[src/rtl/pipe_pkg.sv]
// Shared pipeline encodings: hazard FSM states, writeback/regfile/memory
// control codes and operand forward-select values.
package pipe_pkg;

    localparam logic [2:0] ST_RUN      = 3'd0;
    localparam logic [2:0] ST_LD_STALL = 3'd1;
    localparam logic [2:0] ST_MEM_WAIT = 3'd2;
    localparam logic [2:0] ST_DRAIN    = 3'd3;
    localparam logic [2:0] ST_HALTED   = 3'd4;

    localparam logic [1:0] WBSel_ALU  = 2'b00;
    localparam logic [1:0] WBSel_PC   = 2'b01;
    localparam logic [1:0] WBSel_LOAD = 2'b10;

    localparam logic RWrEn_WRITE = 1'b0;
    localparam logic RWrEn_NONE  = 1'b1;

    localparam logic [1:0] MemRW_NONE  = 2'b00;
    localparam logic [1:0] MemRW_READ  = 2'b01;
    localparam logic [1:0] MemRW_WRITE = 2'b10;

    localparam logic [1:0] FWD_REG   = 2'b00;
    localparam logic [1:0] FWD_EXMEM = 2'b01;
    localparam logic [1:0] FWD_MEMWB = 2'b10;

    // Longest run of RAW stall cycles when operands are not forwarded.
    localparam logic [1:0] RAW_STALL_MAX = 2'd3;

    function automatic logic is_load(input logic [1:0] wbsel);
        return wbsel == WBSel_LOAD;
    endfunction

endpackage

[src/rtl/hazard_cmp.sv]
// Flags when one pipeline stage's pending register write targets a source
// register read by the instruction currently in ID.
module hazard_cmp
    import pipe_pkg::*;
(
    input  logic [4:0] rs1_i,
    input  logic [4:0] rs2_i,
    input  logic       use_rs1_i,
    input  logic       use_rs2_i,
    input  logic [4:0] rd_i,
    input  logic       rwren_n_i,
    input  logic       valid_i,
    output logic       hit_rs1_o,
    output logic       hit_rs2_o
);

    logic writes_reg;

    // x0 is hard-wired, so a write to it never produces a dependency.
    assign writes_reg = valid_i && (rwren_n_i == RWrEn_WRITE) && (rd_i != 5'd0);
    assign hit_rs1_o  = writes_reg && use_rs1_i && (rs1_i == rd_i);
    assign hit_rs2_o  = writes_reg && use_rs2_i && (rs2_i == rd_i);

endmodule

[src/rtl/hazard_ctrl.sv]
// Hazard/sequencing controller for the 5-stage core (falling-edge clocked).
// Define HAZARD_FORWARD_EN to enable operand forwarding (load-use stalls only).
module hazard_ctrl
    import pipe_pkg::*;
#(
    parameter int STALL_CNT_W = 32
) (
    input  logic                   CLK,
    input  logic                   RST,
    input  logic [4:0]             Rsrc1_id,
    input  logic [4:0]             Rsrc2_id,
    input  logic                   use_rs1_id,
    input  logic                   use_rs2_id,
    input  logic                   valid_id,
    input  logic                   halt_id,
    input  logic [4:0]             RegDst_ex,
    input  logic                   RWrEn_ex,
    input  logic [1:0]             WBSel_ex,
    input  logic                   valid_ex,
    input  logic [4:0]             Rdst_mem,
    input  logic                   RWrEn_mem,
    input  logic                   valid_mem,
    input  logic [4:0]             Rdst_wb,
    input  logic                   RWrEn_wb,
    input  logic                   valid_wb,
    input  logic                   halt_wb,
    input  logic                   redirect_ex,
    input  logic                   mem_busy,
    output logic                   pc_hold,
    output logic                   stall_ifid,
    output logic                   stall_idex,
    output logic                   squash_ifid,
    output logic                   squash_idex,
    output logic                   wen_n_exmem,
    output logic                   wen_n_memwb,
    output logic [1:0]             fwdA_sel,
    output logic [1:0]             fwdB_sel,
    output logic                   halted,
    output logic [2:0]             state,
    output logic [STALL_CNT_W-1:0] stall_cycles
);

    logic [2:0]             state_q, state_d;
    logic [2:0]             ret_q, ret_d;
    logic [2:0]             eff_state;
    logic [1:0]             raw_cnt_q, raw_cnt_d;
    logic [STALL_CNT_W-1:0] stall_cnt_q, stall_cnt_d;
    logic                   ex_hit1, ex_hit2, mem_hit1, mem_hit2, wb_hit1, wb_hit2;
    logic                   load_use, hazard_stall;
    logic [1:0]             fwdA_raw, fwdB_raw;
    logic                   count_en;

    hazard_cmp u_cmp_ex (
        .rs1_i(Rsrc1_id), .rs2_i(Rsrc2_id), .use_rs1_i(use_rs1_id), .use_rs2_i(use_rs2_id),
        .rd_i(RegDst_ex), .rwren_n_i(RWrEn_ex), .valid_i(valid_ex),
        .hit_rs1_o(ex_hit1), .hit_rs2_o(ex_hit2)
    );

    hazard_cmp u_cmp_mem (
        .rs1_i(Rsrc1_id), .rs2_i(Rsrc2_id), .use_rs1_i(use_rs1_id), .use_rs2_i(use_rs2_id),
        .rd_i(Rdst_mem), .rwren_n_i(RWrEn_mem), .valid_i(valid_mem),
        .hit_rs1_o(mem_hit1), .hit_rs2_o(mem_hit2)
    );

    hazard_cmp u_cmp_wb (
        .rs1_i(Rsrc1_id), .rs2_i(Rsrc2_id), .use_rs1_i(use_rs1_id), .use_rs2_i(use_rs2_id),
        .rd_i(Rdst_wb), .rwren_n_i(RWrEn_wb), .valid_i(valid_wb),
        .hit_rs1_o(wb_hit1), .hit_rs2_o(wb_hit2)
    );

    assign load_use = is_load(WBSel_ex) && (ex_hit1 || ex_hit2);

`ifdef HAZARD_FORWARD_EN
    assign hazard_stall = load_use;

    // Selects travel with the ID instruction into ID/EX: today's EX producer
    // sits in EX/MEM and today's MEM producer in MEM/WB when it executes.
    always_comb begin
        fwdA_raw = FWD_REG;
        fwdB_raw = FWD_REG;
        if (ex_hit1)
            fwdA_raw = FWD_EXMEM;
        else if (mem_hit1)
            fwdA_raw = FWD_MEMWB;
        if (ex_hit2)
            fwdB_raw = FWD_EXMEM;
        else if (mem_hit2)
            fwdB_raw = FWD_MEMWB;
    end
`else
    // A load in EX must never be released by the RAW stall cap.
    assign hazard_stall = load_use ||
        ((ex_hit1 || ex_hit2 || mem_hit1 || mem_hit2 || wb_hit1 || wb_hit2) &&
         (raw_cnt_q != RAW_STALL_MAX));
    assign fwdA_raw = FWD_REG;
    assign fwdB_raw = FWD_REG;
`endif

    assign fwdA_sel  = RST ? fwdA_raw : FWD_REG;
    assign fwdB_sel  = RST ? fwdB_raw : FWD_REG;
    assign eff_state = (state_q == ST_MEM_WAIT) ? ret_q : state_q;

    always_comb begin
        state_d     = state_q;
        ret_d       = ret_q;
        raw_cnt_d   = raw_cnt_q;
        pc_hold     = 1'b0;
        stall_ifid  = 1'b0;
        stall_idex  = 1'b0;
        squash_ifid = 1'b0;
        squash_idex = 1'b0;
        wen_n_exmem = 1'b0;
        wen_n_memwb = 1'b0;
        if (!RST) begin
            state_d   = ST_RUN;
            ret_d     = ST_RUN;
            raw_cnt_d = 2'd0;
        end else if (state_q == ST_HALTED) begin
            pc_hold     = 1'b1;
            stall_ifid  = 1'b1;
            stall_idex  = 1'b1;
            wen_n_exmem = 1'b1;
            wen_n_memwb = 1'b1;
        end else if (mem_busy) begin
            pc_hold     = 1'b1;
            stall_ifid  = 1'b1;
            stall_idex  = 1'b1;
            wen_n_exmem = 1'b1;
            wen_n_memwb = 1'b1;
            state_d     = ST_MEM_WAIT;
            ret_d       = eff_state;
        end else if (eff_state == ST_DRAIN) begin
            pc_hold     = 1'b1;
            squash_ifid = 1'b1;
            state_d     = halt_wb ? ST_HALTED : ST_DRAIN;
        end else if (redirect_ex) begin
            squash_ifid = 1'b1;
            squash_idex = 1'b1;
            state_d     = ST_RUN;
            raw_cnt_d   = 2'd0;
        end else if (hazard_stall) begin
            pc_hold     = 1'b1;
            stall_ifid  = 1'b1;
            squash_idex = 1'b1;
            state_d     = ST_LD_STALL;
            raw_cnt_d   = raw_cnt_q + 2'd1;
        end else if (halt_id && valid_id) begin
            state_d   = ST_DRAIN;
            raw_cnt_d = 2'd0;
        end else begin
            state_d   = ST_RUN;
            raw_cnt_d = 2'd0;
        end
    end

    assign count_en = pc_hold && ((state_q == ST_RUN) || (state_q == ST_LD_STALL) ||
                                  (state_q == ST_MEM_WAIT));

    always_comb begin
        stall_cnt_d = stall_cnt_q;
        if (count_en && !(&stall_cnt_q))
            stall_cnt_d = stall_cnt_q + {{(STALL_CNT_W-1){1'b0}}, 1'b1};
    end

    always_ff @(negedge CLK or negedge RST) begin
        if (!RST) begin
            state_q     <= ST_RUN;
            ret_q       <= ST_RUN;
            raw_cnt_q   <= 2'd0;
            stall_cnt_q <= '0;
        end else begin
            state_q     <= state_d;
            ret_q       <= ret_d;
            raw_cnt_q   <= raw_cnt_d;
            stall_cnt_q <= stall_cnt_d;
        end
    end

    assign state        = state_q;
    assign halted       = (state_q == ST_HALTED);
    assign stall_cycles = stall_cnt_q;

endmodule
[config.mk]
export PLATFORM = sky130hd
export DESIGN_NAME = hazard_ctrl
export DESIGN_NICKNAME = d
export VERILOG_FILES = /design/src/rtl/pipe_pkg.sv /design/src/rtl/hazard_cmp.sv /design/src/rtl/hazard_ctrl.sv
export SDC_FILE = /design/constraint.sdc
export NUM_CORES = 1
export LEC_CHECK = 0
export CORE_AREA = 2 2 70 89
export CTS_BUF_LIST = sky130_fd_sc_hd__clkbuf_16
export DETAILED_ROUTE_END_ITERATION = 7
export DIE_AREA = 0 0 72 91
export GPL_TIMING_DRIVEN = 0
export PLACE_DENSITY = 0.8
export SKIP_LAST_GASP = 1
export SLEW_MARGIN = 20
export SYNTH_ARGS = -nofsm -noshare
export SYNTH_HDL_FRONTEND = slang
export SYNTH_SLANG_ARGS = --single-unit
export TNS_END_PERCENT = 30
[constraint.sdc]
create_clock -name CLK -period 3.4 [get_ports CLK]
set_clock_uncertainty 0.15 [all_clocks]
set_input_delay 0.68 -clock CLK [delete_from_list [all_inputs] [get_ports CLK]]
set_output_delay 0.68 -clock CLK [all_outputs]
set_load 0.02 [all_outputs]
==> results.ini <==
[outcome]
outcome = finished with violations
violations = setup timing

[timing]
setup_tns_ns = -64.51
setup_ws_ns = -1.18
setup-violations-final = 83
whs_ns = 0.277
timing.final.max_slew_violations = 0
finalHoldViolCount = 0
rsz0062_at_grt = yes

[layout]
syn2layout_area_growth_pct = 55.7
design_area_um2 = 4020
n_fill_cell = 414
multi_input_area_um2 = 1680
diodes = 0
layoutNonFillerInstCount = 456
ff_latch_area_um2 = 1000
drive_gt1_share_pct = 29.2
fin_nets = 434

[hold_path]
min_path_type = reg -> reg

[route]
firstDrtPassIters = 4
wire_per_inst_um = 15.9
drcViolationCount = 0
ant_nets = 0
routed_wl_um = 7250
dr.first_iter.drc_count = 69
num_vias = 2441
vias_per_cell = 5.35

[die]
dieWidth_um = 72
io_pins = 89
die_area_um2 = 6550
core_um2 = 5700
num_rows = 31
die_h_um = 91
initial_core_util_pct = 45.2

[placement]
post-place-ws_ns = -1.77
post-dp-hpwl_um = 4970
place.gp.congestion = 0.927
placed_cells = 427
postPlaceCellArea_um2 = 3560
io_buffers = 84

[yosys]
netlist_top_cells_count = xnor2_1 (59), dfrtn_1 (40), nand2_1 (36)
seq_area_frac_synth_pct = 38.8
synth_warnings = 0
syn-mean-instance-area_um2 = 9.45
synth_flop_cell = dfrtn_1
ys_ff_latch = 40
synth_area_leader_cell = dfrtn_1
netlist_instances = 273
yosysMostFrequentCell = xnor2_1
synth_edf_count = 0
ys_types = 40
netlist_area_um2 = 2580
yosys.area.top_type_share_pct = 38.8
synth-async-reset-ratio_pct = 100
synth_area_leaders = dfrtn_1 (39%), xnor2_1 (20%), nand2_1 (5.2%), nand4_1 (4.1%), nand3_2 (3.5%)

[global_routing]
antenna_found_initial = 0
grt_max_degree = 31
grt_pass1_wl_um = 11500
track_usage_pct = 21.9
grt_pass1_vias = 2397
overflow = 0

[worst_setup_path]
critical_path.max_fanout = 5
critical_path_class = in -> reg
crit_path_end_kind = register
start_kind = input pin
crit_required_ns = 1.69
reg2reg_slack_ns = 0.64
arrival_ns = 2.87

[clocking]
root_buffer = clkbuf_16
cts_sinks = 40
clk_latency_ns = 0.30
cts_tree = built
cts_max_level = 2
cts_buffers = 5
clockBufferDepth = 2
cts_hold_buf = 0
clkTransAtPathRegs_ns = 0.04

[job]
maxCapViolations = 0

[power_and_ir_drop]
p_per_area_nw_per_um2 = 343
irDropWorstVdd_mv = 0.393
leakage_nw = 1.71

[through the flow]
| stage | utilization, % | power, W |
|---|---|---|
| after global placement | 62.2 | 0.000911 |
| after detailed placement | 62.5 | 0.000917 |
| after floorplan | - | 0.000738 |
| after CTS | 67.8 | 0.00137 |
| after global routing | 70.4 | 0.00144 |
| final | 70.4 | 0.00138 |
[routing by layer]
| metal | wire (µm) | up-vias | GRT usage (%) |
|---|---|---|---|
| li1 | - | 1175 | - |
| met1 | 2880 | 1157 | 27.4 |
| met2 | 3700 | 91 | 37.3 |
| met3 | 472 | 18 | 4.77 |
| met4 | 196 | 0 | 7.08 |
| met5 | 0 | - | 0 |
[layout by cell type (no fill, tap or decap), types with 4 or more instances in the layout]
master,count
xnor2_1,54
clkdlybuf4s50_1,50
dfrtn_1,40
nand2_1,29
buf_4,24
nand4_1,17
clkbuf_2,14
nor2_1,13
buf_6,9
and3_1,8
nand3_2,8
buf_2,8
nand2_2,7
o21ai_0,6
buf_12,6
nand3_1,6
nor3_1,5
xnor2_2,5
inv_1,5
clkbuf_16,5
nor2b_4,4
conb_1,4
[final timing paths]
path	start	to	cells after the start
max reg2reg	stall_cycles[0]	stall_cycles[14]	11
max	RegDst_ex[4]	stall_cycles[14]	14
min in group asynchronous	RST	stall_cycles[9]	1
min reg2reg	stall_cycles[27]	stall_cycles[27]	1
max in group asynchronous	RST	state[0]	2
min	stall_cycles[27]	stall_cycles[27]	1
[layout make-up]
type	instances	share of cell area, %
sequential	40	24.9
clock inverter	2	0.187
buffer	11	2.37
inverter	5	0.467
multi-input combinational	219	41.9
clock buffer	5	3.12
timing repair buffer	108	25.0
tap	66	2.06
[state kept, by name (all words and copies together) (netlist names)]
register,count
raw_cnt_q,2
ret_q,3
stall_cycles,32
state,3
[repair_timing]
action,4_1_cts,5_1_grt
setup buffers,11,11
cloned,1,0
setup endpoints to repair,82,83
pin swaps,13,22
gates resized for setup,99,67
[cell families after synthesis]
family	after synthesis	share of synthesized area, %
buf+inv	17	4.56
other cells	1	0.145
flops	40	38.8
compound gates	21	5.63
mux	1	0.437
fa+ha+maj	2	0.970
xor+xnor	62	21.1
simple gates	129	28.4
[worst max-delay path, stage by stage]
cell and delay, ns:
buf_8 0.09, or4_4 0.53, nor2_4 0.14, nor3b_4 0.06, a222oi_1 0.31, buf_4 0.20
buf_4 0.12, o31ai_4 0.07, o31a_1 0.12, buf_6 0.15, buf_12 0.13, buf_16 0.13
nand3_2 0.08, xnor2_2 0.06
[power breakdown]
part | internal (W) | total, W | switching [W]
Combinational | 0.000202 | 0.000378 | 0.000175
Clock | 0.000262 | 0.000433 | 0.000171
Sequential | 0.000516 | 0.000566 | 0.0000504
Total | 0.000980 | 0.00138 | 0.000396
No activity file was read; power rests on OpenSTA's default activity.
